==> config.mk <==
export PLATFORM = sky130hd
export DESIGN_NAME = axi4_lite_slave_regs
export DESIGN_NICKNAME = d
export VERILOG_FILES = /design/src/rtl/axi4_lite_pkg.sv /design/src/rtl/axi4_lite_reg_bank.sv /design/src/rtl/axi4_lite_slave_regs.sv
export SDC_FILE = /design/constraint.sdc
export NUM_CORES = 1
export LEC_CHECK = 0
export BUFFER_PORTS_ARGS = -buffer_cell sky130_fd_sc_hd__buf_2
export CORE_MARGIN = 2
export CORE_UTILIZATION = 52
export CTS_CLUSTER_SIZE = 30
export DETAILED_ROUTE_END_ITERATION = 7
export PLACE_DENSITY = 0.78
export SLEW_MARGIN = 30
export SYNTH_ARGS = -nofsm -noshare
export SYNTH_HDL_FRONTEND = slang
export SYNTH_SLANG_ARGS = --single-unit
==> constraint.sdc <==
create_clock -name clk -period 5.7 [get_ports clk]
set_clock_uncertainty 0.15 [all_clocks]
set_input_delay 0.285 -clock clk [delete_from_list [all_inputs] [get_ports clk]]
set_output_delay 0.285 -clock clk [all_outputs]
set_load 0.01 [all_outputs]
==> src/rtl/axi4_lite_pkg.sv <==
// Shared constants and state encodings for the AXI4-Lite register slave.
package axi4_lite_pkg;

  localparam int DATA_W = 32;

  localparam logic [1:0] RESP_OKAY   = 2'b00;
  localparam logic [1:0] RESP_SLVERR = 2'b10;

  typedef enum logic [1:0] {
    WS_COLLECT = 2'd0,
    WS_COMMIT  = 2'd1,
    WS_RESP    = 2'd2
  } wr_state_e;

  typedef enum logic {
    RS_ADDR = 1'b0,
    RS_DATA = 1'b1
  } rd_state_e;

  function automatic logic [1:0] resp_for(input logic ok);
    return ok ? RESP_OKAY : RESP_SLVERR;
  endfunction

endpackage

==> src/rtl/axi4_lite_reg_bank.sv <==
// Register storage with address decode, one write port and one combinational read port.
// AXIL_SLV_RO_ID_EN turns register 0 into a read-only ID register.
module axi4_lite_reg_bank
  import axi4_lite_pkg::*;
#(
  parameter int          NUM_REGS  = 8,
  parameter logic [31:0] BASE_ADDR = 32'h0000_0000,
  parameter logic [31:0] ID_VALUE  = 32'hA11E_0001
) (
  input  logic                         clk,
  input  logic                         reset,
  input  logic                         wr_en_i,
  input  logic [31:0]                  wr_addr_i,
  input  logic [DATA_W-1:0]            wr_data_i,
  output logic                         wr_ok_o,
  output logic [$clog2(NUM_REGS)-1:0]  wr_idx_o,
  input  logic [31:0]                  rd_addr_i,
  output logic                         rd_ok_o,
  output logic [DATA_W-1:0]            rd_data_o,
  output logic [NUM_REGS*DATA_W-1:0]   regs_o
);

  localparam int          IDX_W = $clog2(NUM_REGS);
  localparam logic [31:0] SPAN  = 32'(NUM_REGS * 4);

`ifdef AXIL_SLV_RO_ID_EN
  localparam bit RO_ID = 1'b1;
`else
  localparam bit RO_ID = 1'b0;
`endif

  logic [DATA_W-1:0] regs_q [NUM_REGS];

  // A 33-bit difference gives the "addr >= BASE_ADDR" test as the absence of a borrow.
  logic [32:0]      wr_diff;
  logic [32:0]      rd_diff;
  logic             wr_hit;
  logic             rd_hit;
  logic [IDX_W-1:0] rd_idx;

  assign wr_diff  = {1'b0, wr_addr_i} - {1'b0, BASE_ADDR};
  assign rd_diff  = {1'b0, rd_addr_i} - {1'b0, BASE_ADDR};
  assign wr_hit   = !wr_diff[32] && (wr_diff[31:0] < SPAN);
  assign rd_hit   = !rd_diff[32] && (rd_diff[31:0] < SPAN);
  assign wr_idx_o = wr_diff[2 +: IDX_W];
  assign rd_idx   = rd_diff[2 +: IDX_W];

  assign wr_ok_o   = wr_hit && !(RO_ID && (wr_idx_o == '0));
  assign rd_ok_o   = rd_hit;
  assign rd_data_o = !rd_hit                     ? '0       :
                     (RO_ID && (rd_idx == '0))  ? ID_VALUE :
                                                   regs_q[rd_idx];

  always_ff @(posedge clk or negedge reset) begin
    if (!reset) begin
      for (int i = 0; i < NUM_REGS; i++) begin
        regs_q[i] <= '0;
      end
    end else if (wr_en_i && wr_ok_o) begin
      regs_q[wr_idx_o] <= wr_data_i;
    end
  end

  genvar gi;
  generate
    for (gi = 0; gi < NUM_REGS; gi++) begin : g_out
      if (RO_ID && (gi == 0)) begin : g_id
        assign regs_o[DATA_W*gi +: DATA_W] = ID_VALUE;
      end else begin : g_rw
        assign regs_o[DATA_W*gi +: DATA_W] = regs_q[gi];
      end
    end
  endgenerate

endmodule

==> src/rtl/axi4_lite_slave_regs.sv <==
// AXI4-Lite slave terminating AW/W/B/AR/R onto a bank of NUM_REGS 32-bit registers.
// Optional read-only ID register 0 is selected with AXIL_SLV_RO_ID_EN (see axi4_lite_reg_bank).
module axi4_lite_slave_regs
  import axi4_lite_pkg::*;
#(
  parameter int          NUM_REGS  = 8,
  parameter logic [31:0] BASE_ADDR = 32'h0000_0000,
  parameter logic [31:0] ID_VALUE  = 32'hA11E_0001
) (
  input  logic                         clk,
  input  logic                         reset,
  input  logic                         awvalid,
  input  logic [31:0]                  awaddr,
  output logic                         awready,
  input  logic                         wvalid,
  input  logic [31:0]                  wdata,
  output logic                         wready,
  output logic                         bvalid,
  output logic [1:0]                   bresp,
  input  logic                         bready,
  input  logic                         arvalid,
  input  logic [31:0]                  araddr,
  output logic                         arready,
  output logic                         rvalid,
  output logic [31:0]                  rdata,
  output logic [1:0]                   rresp,
  input  logic                         rready,
  output logic [NUM_REGS*32-1:0]       regs_out,
  output logic                         wr_strobe,
  output logic [$clog2(NUM_REGS)-1:0]  wr_index
);

  localparam int IDX_W = $clog2(NUM_REGS);

  wr_state_e         wstate_q;
  logic              aw_got_q;
  logic              w_got_q;
  logic [31:0]       awaddr_q;
  logic [DATA_W-1:0] wdata_q;
  logic              awready_q;
  logic              wready_q;
  logic              bvalid_q;
  logic [1:0]        bresp_q;
  logic              wr_strobe_q;
  logic [IDX_W-1:0]  wr_index_q;

  rd_state_e         rstate_q;
  logic              arready_q;
  logic              rvalid_q;
  logic [DATA_W-1:0] rdata_q;
  logic [1:0]        rresp_q;

  logic              aw_hs;
  logic              w_hs;
  logic              ar_hs;
  logic              wr_ok;
  logic [IDX_W-1:0]  wr_idx;
  logic              rd_ok;
  logic [DATA_W-1:0] rd_data;

  assign aw_hs = awvalid && awready_q;
  assign w_hs  = wvalid && wready_q;
  assign ar_hs = arvalid && arready_q;

  axi4_lite_reg_bank #(
    .NUM_REGS  (NUM_REGS),
    .BASE_ADDR (BASE_ADDR),
    .ID_VALUE  (ID_VALUE)
  ) u_bank (
    .clk       (clk),
    .reset     (reset),
    .wr_en_i   (wstate_q == WS_COMMIT),
    .wr_addr_i (awaddr_q),
    .wr_data_i (wdata_q),
    .wr_ok_o   (wr_ok),
    .wr_idx_o  (wr_idx),
    .rd_addr_i (araddr),
    .rd_ok_o   (rd_ok),
    .rd_data_o (rd_data),
    .regs_o    (regs_out)
  );

  // Write path: AW and W each fill a one-deep slot; the slots may refill while B is pending.
  always_ff @(posedge clk or negedge reset) begin
    if (!reset) begin
      wstate_q    <= WS_COLLECT;
      aw_got_q    <= 1'b0;
      w_got_q     <= 1'b0;
      awaddr_q    <= '0;
      wdata_q     <= '0;
      awready_q   <= 1'b0;
      wready_q    <= 1'b0;
      bvalid_q    <= 1'b0;
      bresp_q     <= RESP_OKAY;
      wr_strobe_q <= 1'b0;
      wr_index_q  <= '0;
    end else begin
      wr_strobe_q <= 1'b0;
      awready_q   <= !awready_q && awvalid && !aw_got_q;
      wready_q    <= !wready_q && wvalid && !w_got_q;
      if (aw_hs) begin
        aw_got_q <= 1'b1;
        awaddr_q <= awaddr;
      end
      if (w_hs) begin
        w_got_q <= 1'b1;
        wdata_q <= wdata;
      end
      case (wstate_q)
        WS_COLLECT: begin
          if ((aw_got_q || aw_hs) && (w_got_q || w_hs)) begin
            wstate_q <= WS_COMMIT;
          end
        end
        WS_COMMIT: begin
          aw_got_q    <= 1'b0;
          w_got_q     <= 1'b0;
          bvalid_q    <= 1'b1;
          bresp_q     <= resp_for(wr_ok);
          wr_strobe_q <= wr_ok;
          if (wr_ok) begin
            wr_index_q <= wr_idx;
          end
          wstate_q    <= WS_RESP;
        end
        WS_RESP: begin
          if (bready) begin
            bvalid_q <= 1'b0;
            wstate_q <= WS_COLLECT;
          end
        end
        default: wstate_q <= WS_COLLECT;
      endcase
    end
  end

  // Read path: rd_data is sampled before any same-edge commit, so a colliding read sees the old value.
  always_ff @(posedge clk or negedge reset) begin
    if (!reset) begin
      rstate_q  <= RS_ADDR;
      arready_q <= 1'b0;
      rvalid_q  <= 1'b0;
      rdata_q   <= '0;
      rresp_q   <= RESP_OKAY;
    end else begin
      arready_q <= !arready_q && arvalid && (rstate_q == RS_ADDR);
      case (rstate_q)
        RS_ADDR: begin
          if (ar_hs) begin
            rdata_q  <= rd_data;
            rresp_q  <= resp_for(rd_ok);
            rvalid_q <= 1'b1;
            rstate_q <= RS_DATA;
          end
        end
        RS_DATA: begin
          if (rready) begin
            rvalid_q <= 1'b0;
            rstate_q <= RS_ADDR;
          end
        end
        default: rstate_q <= RS_ADDR;
      endcase
    end
  end

  assign awready   = awready_q;
  assign wready    = wready_q;
  assign bvalid    = bvalid_q;
  assign bresp     = bresp_q;
  assign arready   = arready_q;
  assign rvalid    = rvalid_q;
  assign rdata     = rdata_q;
  assign rresp     = rresp_q;
  assign wr_strobe = wr_strobe_q;
  assign wr_index  = wr_index_q;

endmodule

# Yosys cells after proc, flatten, opt, wreduce, memory -nomap -nowiden
# Cells that the tools add are included.
# word_totals
reg_bits	370
inputBits	103
out_inout_bits	301
wordCells	91
# op_classes
n_lt_le_gt_ge	5
n_eq_ne	6
mux	25
bitwise	3
n_reduce_logical	28
# op_table
operator	n
$bwmux 256	1
$mux 32	4
$bmux 32 s3	1
$demux 32 s3	1
$lt 32x6->1 const B	2
$logic_and 1x1->1	12
$mux 1	10
$reduce_and 2->1	5
$ge 4x4->1 const B	2
$mux 2	4
$ne 2x2->1 const B	4
$not 3->4	2
$pmux 1 s2	3
$pmux 2 s3	1
$reduce_bool 2->1	3
$logic_not 1->1	5
$lt 4x1->1 const B	1
$eq 2x1->1 const B	1
$eq 2x2->1 const B	1
$logic_not 2->1	1
$logic_or 1x1->1	2
$not 1->1	1

# Longest topological paths before layout
# Gate-level depths: netlist (run 1).
# depth
word_depth	6
ltp_mapped	5
depth_no_buf	4

# Modules after synthesis
# Synthesis (run 1) repeated with hierarchy kept, for this count alone.
# unflattened
hier_cells	976
area_unflattened_um2	16548.4
# by_module_without_submodules
mod	n_inst	cells_each	area_each_um2	seq_area_each_um2
axi4_lite_reg_bank	1	726	12271.8	6406.1
axi4_lite_slave_regs	1	250	4276.6	2802.7

# Worst setup path after synthesis (run 1)
# Ideal clock, no wire load.
# synth_timing
path_type	register -> register
from	register awaddr_q[20]
to	register u_bank.regs_q, in the netlist u_bank.regs_o[33]
setup_time_ns	0.125
arrival_time_ns	2.057
required_ns	5.425
slack_ns	3.367
stages_incl_launch_ff	6
path_buffers	1
synth_period_minus_slack_ns	2.333
cell_sequence	dfrtp_1 nor4_4 nand4_4 nor4_4 buf_8 mux2_4
# synth_via
elab_chain_cells	2
# synth_rtl
element	line	source
from (decl)	axi4_lite_slave_regs.sv:38	logic [31:0] awaddr_q;
from (signal assigned)	axi4_lite_slave_regs.sv:103	awaddr_q <= awaddr;
$lt 32x6->1	axi4_lite_reg_bank.sv:43	assign wr_hit = !wr_diff[32] && (wr_diff[31:0] < SPAN);
$logic_and 1x1->1	axi4_lite_reg_bank.sv:59	end else if (wr_en_i && wr_ok_o) begin
to (signal, indexed assignment)	axi4_lite_reg_bank.sv:60	regs_q[wr_idx_o] <= wr_data_i;
to (decl)	axi4_lite_reg_bank.sv:32	logic [DATA_W-1:0] regs_q [NUM_REGS];
# Every way passes these cells.
# A chain may end at the register's enable or synchronous reset.

# Final worst setup path (run 1)
# layout_timing
from	register rstate_q
to	register rdata_q[12] (netlist: rdata[12])
# layout_via
elab_chain_cells	2
# layout_rtl
element	line	source
from (decl)	axi4_lite_slave_regs.sv:47	rd_state_e rstate_q;
from (signal assigned)	axi4_lite_slave_regs.sv:140	rstate_q <= RS_ADDR;
from (signal assigned)	axi4_lite_slave_regs.sv:153	rstate_q <= RS_DATA;
from (signal assigned)	axi4_lite_slave_regs.sv:159	rstate_q <= RS_ADDR;
$not 1->1	--	
$reduce_and 2->1 (no line)	--	
to (signal assigned)	axi4_lite_slave_regs.sv:150	rdata_q <= rd_data;
to (decl)	axi4_lite_slave_regs.sv:50	logic [DATA_W-1:0] rdata_q;
# Every way passes these cells.

==> qor.yml, run 1 <==
status: "finished clean"
synthCells: 963
grt_pass1_wl_um: 66300
vias_per_cell: 5.68
ys_ff_latch: 366
post_dp_cell_area_sq_um: 18200
clk_latency_ns: 0.51
post_cts_resized: 0
grt_pass1_vias: 11170
coreArea_sq_um: 29900
fin_crit_ns: 2.66
drtPass1Iterations: 4
cts_setup_buffers: 0
detail-route-antenna-nets: 0
worstPathRequired_ns: 5.96
dieArea_sq_um: 31900
drv_slew: 0
cp_data_arrival_time_ns: 2.92
irDropWorstVdd_mv: 0.362
whs_ns: 0.130
antenna_found_initial: 0
slew_headroom_pct: 41.9
drt_iter0_markers: 648
die_h_um: 179
critPathLaunchType: "flop"
gp_congestion: 0.811
hold_violations: 0
fp.dieW_um: 179
synth_common_cells: "366 x dfrtp_1, 248 x mux2_2, 64 x mux4_2"
cts_max_path_buffers: 3
initial_utilization_pct: 53.1
layout-drive-gt1-share_pct: 57.4
wire_per_inst_um: 23.6
p_leak_nw: 10.6
hold_path_class: "in -> async"
async_flop_share_pct: 100
ys_types: 31
cp-startpoint: "rstate_q"
ctsHoldBuffers: 68
layout.nets: 1543
yosys.area.top_type: "dfrtp_1"
cts_tree: "built"
cts-root-buf: "clkbuf_16"
ys_warn_count: 0
path_max_fanout: 36
period_share_pct: 46.6
portBuffers: 397
power_density_nw_per_um2: 314
antenna_cells: 0
ios: 404
dp_hpwl_um: 28400
fillers: 2129
cp-end-kind: "flop"
htree_levels: 2
synth-edff-count: 0
tightest_slew_ns: 0.872
synth_ff_type: "dfrtp_1"
clk_pin_slew_ns: 0.06
grt_setup_unrepaired: "no"
fin_setup_tns_ns: 0
design_area_sq_um: 20100
overflow: 0
drcViolationCount: 0
std_cell_rows: 63
area_delta_synth_final_pct: 26.8
fmax_mhz: 376
synth_area_per_cell_sq_um: 16.5
synth_area_sq_um: 15900
track_usage_pct: 27.6
drv_cap: 0
numCtsBuffers: 40
yosysMostFrequentCell: "dfrtp_1"
drt-total-wl_um: 43900
cts_sinks: 366
synth.area.top_cells: "dfrtp_1 58%, mux2_2 18%, mux4_2 9.1%"
grt_start_max_net_pins: 125
worstReg2RegStart: "rstate_q"
seq_area_frac_synth_pct: 57.7
num_vias: 10562
path_class: "reg -> reg"
synth_top_area_share_pct: 57.7
setup_violations: 0
==> kinds of logic (layout without fill, tap and decap cells) <==
group	count (synthesis)	in the layout	share of synthesized area, %
AOI/OAI and AO/OA	38	38	1.21
buffers and inverters	60	564	2.58
muxes	417	417	34.6
DFF	366	366	57.7
and+or+nand+nor	81	81	3.91
other	1	2	0.0236
==> cell usage in the layout, fill, tap and decap left out, types with 2 or more instances in the layout <==
master / netlist / routed
nor4_1: 8 / 8
o21ai_0: 33 / 33
nor4_4: 11 / 11
buf_4: 8 / 23
mux2i_1: 32 / 32
a21oi_1: 4 / 4
clkbuf_1: 17 / 13
mux2_2: 248 / 248
dlygate4sd3_1: 0 / 68
clkinv_4: 0 / 2
mux2_1: 43 / 43
buf_2: 6 / 395
nand2_2: 0 / 2
buf_12: 0 / 2
nor4_2: 3 / 3
inv_1: 4 / 4
nand4_4: 2 / 2
clkinv_2: 0 / 4
clkbuf_8: 0 / 8
nor3b_1: 4 / 4
conb_1: 1 / 2
clkbuf_16: 0 / 41
or2_2: 2 / 2
nor2_1: 5 / 5
nand2b_1: 2 / 2
mux4_2: 64 / 64
mux2_4: 30 / 30
clkinvlp_4: 0 / 2
dfrtp_1: 366 / 366
nand2_1: 39 / 37
==> worst max-delay path: stages (launching register included) <==
cell,delay [ns]
dfrtp_1,0.41
nand3b_1,0.17
buf_4,0.33
nor4_1,0.69
nand4_1,0.18
buf_4,0.34
o21ai_0,0.26
==> report_power, final <==
group          leakage (nW)  internal, mW  switching, mW
registers              4.96          2.85          0.397
logic                  5.04         0.344          0.295
clock network         0.602          1.43           1.01
total                  10.6          4.62           1.70
==> registers in the layout, summed over array words and instances (netlist names), 2 cells and up <==
name	flops
awaddr_q	30
rdata	32
u_bank.regs_o	256
wdata_q	32
wr_index	3
wstate_q	2
==> final timing paths <==
path	to	slack, ns	cells after the start
worst min register to register	awready	0.29	1
worst max-delay path	rdata[12]	3.04	6
worst max register to register	rdata[12]	3.04	6
min in group clk	awready	0.29	1
max in group asynchronous	u_bank.regs_o[112]	3.81	4
worst min-delay path	awaddr_q[20]	0.13	2
==> layer usage <==
metal  share of wire (%)  vias up  track usage, %
met2                  50      454            46.5
li1                    -     4520               -
met4                 3.6        0            10.3
met5                   0        -               0
met1                  38     5496            34.4
met3                 8.5       92            7.38
==> cell type report <==
| cell class | instances | area [sq um] | area share (%) |
|---|---|---|---|
| sequential | 366 | 9160 | 45.5 |
| multi-input combinational | 538 | 6310 | 31.4 |
| clock inverter | 8 | 52.6 | 0.261 |
| tap | 390 | 488 | 2.42 |
| timing repair buffer | 490 | 2910 | 14.5 |
| clock buffer | 62 | 1180 | 5.89 |
| inverter | 4 | 15.0 | 0.0746 |
==> per-stage QoR <==
stage / util, % / cells / power, mW / worst slack [ns]
2_1_floorplan: - / 964 / 3.58 / 3.37
3_3_place_gp: 60.8 / 1719 / 3.83 / 2.93
3_5_place_dp: 60.9 / 1720 / 3.88 / 2.90
4_1_cts: 67.4 / 1858 / 6.37 / 3.12
5_1_grt: 67.4 / 1858 / 6.59 / 3.02
6_report: 67.4 / 1858 / 6.32 / 3.04
No activity file was read; power rests on OpenSTA's default activity.
==> run 2, diff against run 1 <==
Settings changed: ABC_AREA from default to 1, PLACE_DENSITY 0.78 to 0.77.
Clock period 5.7 ns to 2.63 ns, I/O delays scaled along.
==> run 2 against run 1 <==
Compared with the run above:
- worst setup slack lost 2.7 ns
- maximum frequency grew 19%
- synthesized area grew 9.8%
- final cell count grew 60%
- count of clock-buffer cells in the layout grew 2
- core utilization shrank 2.4 points
- flip-flop and latch count is the same
- hold slack lost 0.010 ns
- largest cell class unchanged
==> qor.yml, run 2 <==
grt_pass1_wl_um: 97100  # +46%
numCtsBuffers: 40  # unchanged
grt_pass1_vias: 17024  # +52%
fp.dieW_um: 187  # +4.7%
htree_levels: 2  # unchanged
grt_start_max_net_pins: 130  # +4.0%
drt-total-wl_um: 62500  # +42%
cts_sinks: 366  # unchanged
fin_setup_tns_ns: 0  # unchanged
fin_util_pct: 65.0  # -2.4 points
layout_common_cells: "813 x nand2_1, 395 x buf_2, 365 x dfrtp_1"
seq_area_frac_synth_pct: 52.5  # -5.2 points
hold_path_class: "in -> reg"
drv_slew: 0  # unchanged
ys_types: 23  # -26%
initial_utilization_pct: 52.4  # -0.76 points
final-seq-area_sq_um: 9160  # about the same
coreArea_sq_um: 33300  # +11%
drv_cap: 0  # unchanged
layout.nets: 2603  # +69%
ios: 404  # unchanged
post_cts_resized: 0  # unchanged
portBuffers: 397  # unchanged
fmax_mhz: 446  # +19%
synth_common_cells: "814 x nand2_1, 366 x dfrtp_1, 257 x nand4_1"
ys_warn_count: 0  # unchanged
drcViolationCount: 0  # unchanged
dieArea_sq_um: 35000  # +9.6%
cts_max_path_buffers: 3  # unchanged
irDropWorstVdd_mv: 0.770  # +110%
hold_start: "araddr[4]"
cp-end-kind: "flop"
setup_violations: 0  # unchanged
synth_top_area_share_pct: 52.5  # -5.2 points
period_share_pct: 85.2  # +39 points
path_class: "reg -> reg"
wire_per_inst_um: 21.0  # -11%
fin_crit_ns: 2.24  # -0.417 ns
tightest_slew_ns: 0.718  # -0.155 ns
drtPass1Iterations: 6  # +2
worstReg2RegStart: "awaddr_q[12]"
detail-route-antenna-nets: 0  # unchanged
hold_violations: 0  # unchanged
final_common_cell: "nand2_1"
grt_setup_unrepaired: "no"
area_delta_synth_final_pct: 24.0
cts_setup_buffers: 0  # unchanged
synth.area.top_cells: "dfrtp_1 53%, nand2_1 18%, nand4_1 9.2%"
multi_input_area_sq_um: 7210  # +14%
p_leak_nw: 12.0  # +13%
yosysMostFrequentCell: "nand2_1"
power_density_nw_per_um2: 737  # +130%
synth_ff_type: "dfrtp_1"
num_vias: 17526  # +66%
drt_iter0_markers: 1778  # +170%
slew_headroom_pct: 52.2  # +10 points
clk_latency_ns: 0.54  # +0.03 ns
vias_per_cell: 5.89  # +3.5%
synth-edff-count: 0  # unchanged
cp-startpoint: "awaddr_q[12]"
layout-drive-gt1-share_pct: 23.2  # -34 points
fin_cells: 2978  # +60%
post-place-ws_ns: 0.515  # -2.39 ns
synth_area_sq_um: 17400  # +9.8%
synthCells: 2141  # +120%
worstPathRequired_ns: 2.94  # -3.02 ns
cts_tree: "built"
clk_pin_slew_ns: 0.06  # about the same
path_max_fanout: 53  # +47%
ctsHoldBuffers: 70  # +2.9%
largest_reg_flops: 256  # unchanged
cp_data_arrival_time_ns: 2.55  # -0.37 ns
dp_hpwl_um: 38400  # +35%
gp_congestion: 0.898  # +11%
antenna_found_initial: 2  # +2
ys_ff_latch: 366  # unchanged
async_flop_share_pct: 100  # unchanged
cts-root-buf: "clkbuf_16"
die_h_um: 187  # +4.7%
status: "finished clean"
critPathLaunchType: "flop"
setup_ws_ns: 0.389  # -2.65 ns
track_usage_pct: 35.4  # +7.8 points
std_cell_rows: 67  # +6.3%
dp_cells: 2836  # +65%
synth_area_per_cell_sq_um: 8.14  # -51%
yosys.area.top_type: "dfrtp_1"
overflow: 0  # unchanged
fillers: 2714  # +27%
[run 2: worst max-delay path, cell delays in order, from the launching register on]
cell	delay (ns)
dfrtp_1	0.39
nor2_1	0.14
nand2_1	0.12
nor2_1	0.12
nand2_1	0.09
nor2_4	0.14
buf_12	0.20
buf_4	0.48
nand4_1	0.19
nand2_1	0.11
[run 2: power by group]
part | internal [mW] | switching [mW] | total [mW] | leakage, nW
clock | 3.15 | 2.26 | 5.42 | 0.618
combinational | 0.951 | 2.26 | 3.21 | 6.44
sequential | 6.17 | 1.14 | 7.31 | 4.95
total | 10.3 | 5.66 | 15.9 | 12.0
[run 2: routing by layer]
layer | GRT usage, % | up-vias | routed length (um)
met5 | 0 | - | 0
met4 | 19.4 | 0 | 3660
met3 | 7.35 | 232 | 6860
met2 | 54.4 | 1169 | 28500
met1 | 47.2 | 8365 | 23500
li1 | - | 7760 | -
[run 2: kinds of logic after synthesis]
logic type,Yosys count,share of synthesized area [%]
multiplexers,58,3.75
flip-flops,366,52.5
other,1,0.0215
AND/OR/NAND/NOR,1412,35.4
AO/OA/AOI/OAI,61,1.75
buffers and inverters,243,6.50
[run 2: final timing paths]
check / slack (ns) / endpoint / cells past startpoint
min: 0.12 / rdata[14] / 5
min reg2reg: 0.30 / awready / 1
max reg2reg: 0.39 / u_bank.regs_o[101] / 9
max in group asynchronous: 0.55 / arready / 4
max: 0.39 / u_bank.regs_o[101] / 9
min in group asynchronous: 0.49 / rdata[29] / 3
[run 2: stage by stage]
stage          hold WS (ns)  cell area (sq um)  power [mW]
2_1_floorplan        -0.314              17400        8.94
3_3_place_gp        -0.0524              19700        10.3
3_5_place_dp        -0.0564              19700        10.4
4_1_cts              0.0793              21600        15.8
5_1_grt               0.118              21600        16.5
6_report              0.120              21600        15.9
[run 2: final cells by class]
| class | instances | share of cell area (%) |
|---|---|---|
| multi-input combinational | 1533 | 33.4 |
| clock inverter | 6 | 0.191 |
| timing repair buffer | 520 | 15.1 |
| clock buffer | 64 | 5.61 |
| tap | 448 | 2.59 |
| antenna | 2 | 0.0231 |
| inverter | 39 | 0.700 |
| sequential | 366 | 42.4 |
==> run 3, diff against run 2 <==
Settings changed: CAP_MARGIN from default to 20, REMOVE_ABC_BUFFERS from default to 1.
==> run 3 against run 2 <==
Compared with the run above:
- flip-flop and latch count unchanged
- via count decreased by 0.45%
- power increased by 1.6%
- non-clock buffer count increased by 6
- final area increased by 0.72%
- hold slack got worse by 0.11 ns
- critical path type unchanged
- highest routed layer unchanged
==> qor.yml, run 3 (same netlist as run 2, synthesis figures left out) <==
cts_tree: "built"
critPathLaunchType: "flop"
gp_congestion: 0.849  # -5.4%
fp.dieW_um: 187  # unchanged
wire_per_inst_um: 21.0  # about the same
setup_ws_ns: 0.319  # -0.0702 ns
whs_ns: 0.00834  # -0.111 ns
die_h_um: 187  # unchanged
fin_setup_tns_ns: 0  # unchanged
antenna_found_initial: 1  # -1
post_dp_cell_area_sq_um: 19700  # +0.43%
layout_common_cells: "813 x nand2_1, 395 x buf_2, 365 x dfrtp_1"
irDropWorstVdd_mv: 0.634  # -18%
overflow: 0  # unchanged
comb_power_share_pct: 20.9  # +0.8 points
layout.nets: 2610  # +0.27%
path_buf_inv: 1  # -1
path_max_fanout: 88  # +66%
std_cell_rows: 67  # unchanged
grt_start_max_net_pins: 104  # -20%
numCtsBuffers: 41  # +2.5%
cp-end-kind: "flop"
drt-total-wl_um: 62600  # +0.14%
layout-drive-gt1-share_pct: 23.7  # +0.53 points
drv_cap: 0  # unchanged
coreArea_sq_um: 33300  # unchanged
power_frac_clock_pct: 35.5  # +1.5 points
power_density_nw_per_um2: 743  # +0.85%
status: "finished clean"
tightest_slew_ns: 0.987  # +0.269 ns
switching_share_pct: 34.5  # -1.1 points
p_int_mw: 10.6  # +3.2%
initial_utilization_pct: 52.4  # unchanged
clk_pin_slew_ns: 0.06  # about the same
cts_sinks: 366  # unchanged
crit_path_max_incr_delay_ns: 0.50  # +0.02 ns
path_class: "reg -> reg"
detail-route-antenna-nets: 0  # unchanged
slowest_stage: "nor2_4"
cts_setup_buffers: 0  # unchanged
period_share_pct: 87.9  # +2.7 points
switching_power_mw: 5.58  # -1.5%
worstPathCellList: "nor2_1, nand2_1, nor2_1, nand2_1, nor2_4, buf_12, nand4_1, nand2_1"
drt_iter0_markers: 1708  # -3.9%
ios: 404  # unchanged
post_cts_resized: 0  # unchanged
cp-startpoint: "awaddr_q[19]"
worstPathRequired_ns: 2.93  # about the same
grt_pass1_wl_um: 96700  # -0.34%
htree_levels: 2  # unchanged
clk_latency_ns: 0.52  # -0.02 ns
cp_top_family: "simple AND/OR/NAND/NOR gates"
drcViolationCount: 0  # unchanged
largest_reg_flops: 256  # unchanged
hold_violations: 0  # unchanged
design_area_sq_um: 21800  # +0.72%
cts-root-buf: "clkbuf_16"
fmax_mhz: 433  # -3.0%
cp_data_arrival_time_ns: 2.61  # +0.06 ns
slew_headroom_pct: 34.2  # -18 points
post-place-ws_ns: 0.430  # -0.0852 ns
hold_path_class: "in -> async"
dieArea_sq_um: 35000  # unchanged
crit_top_cell: "nand2_1"
ctsHoldBuffers: 68  # -2.9%
p_leak_nw: 12.1  # +0.70%
num_vias: 17447  # -0.45%
seqPwrFrac_pct: 43.6  # -2.3 points
grt_pass1_vias: 16863  # -0.95%
cts_max_path_buffers: 3  # unchanged
portBuffers: 397  # unchanged
area_delta_synth_final_pct: 24.9
setup_violations: 0  # unchanged
track_usage_pct: 35.3  # -0.065 points
drtPass1Iterations: 6  # unchanged
dp_hpwl_um: 38400  # about the same
vias_per_cell: 5.85  # -0.65%
fin_util_pct: 65.4  # +0.47 points
final_common_cell: "nand2_1"
drv_slew: 0  # unchanged
fin_crit_ns: 2.31  # +0.0702 ns
grt_setup_unrepaired: "no"
worstReg2RegStart: "awaddr_q[19]"
[run 3: cell count changes in the layout (fill, tap and decap cells not counted), sizes merged]
cell / change
buf: +8
bufinv: +2
clkbuf: -2
clkinv: -1
clkinvlp: +1
diode: -1
dlygate4sd3: -2
inv: +1
[run 3: routing by layer]
metal,vias up,wire [um],global-route usage (%)
met2,1086,29700,57.6
li1,7783,-,-
met1,8366,22900,45.0
met4,0,3160,17.3
met3,212,6790,7.43
met5,-,0,0
[run 3: metrics by stage]
stage / instances / power [mW]
4_1_cts: 2983 / 16.1
3_3_place_gp: 2844 / 10.2
6_report: 2984 / 16.2
3_5_place_dp: 2844 / 10.3
2_1_floorplan: 1938 / 8.51
5_1_grt: 2983 / 16.8
[run 3: power groups by stage]
stage,logic [mW],registers (mW),clock network [mW]
after floorplan,1.50,7.01,0
after global placement,3.13,7.07,0
after detailed placement,3.20,7.11,0
after CTS,3.30,7.01,5.77
after global routing,3.59,7.14,6.03
final,3.39,7.06,5.74
[run 3: worst paths after layout]
path,end,slack [ns],depth (start not counted)
min in group clk,rdata[23],0.11,7
worst max-delay path,u_bank.regs_o[251],0.32,8
worst min-delay path,u_bank.regs_o[102],0.008,2
worst max register to register,u_bank.regs_o[251],0.32,8
worst min register to register,awready,0.31,1
max in group asynchronous,wdata_q[19],1.50,3
[run 3: final cells by class]
type	instances	area (sq um)
antenna	1	2.50
clock buffer	62	1250
clock inverter	9	101
fill	2749	11500
inverter	39	151
multi-input combinational	1533	7210
sequential	366	9160
tap	448	561
timing repair buffer	526	3340
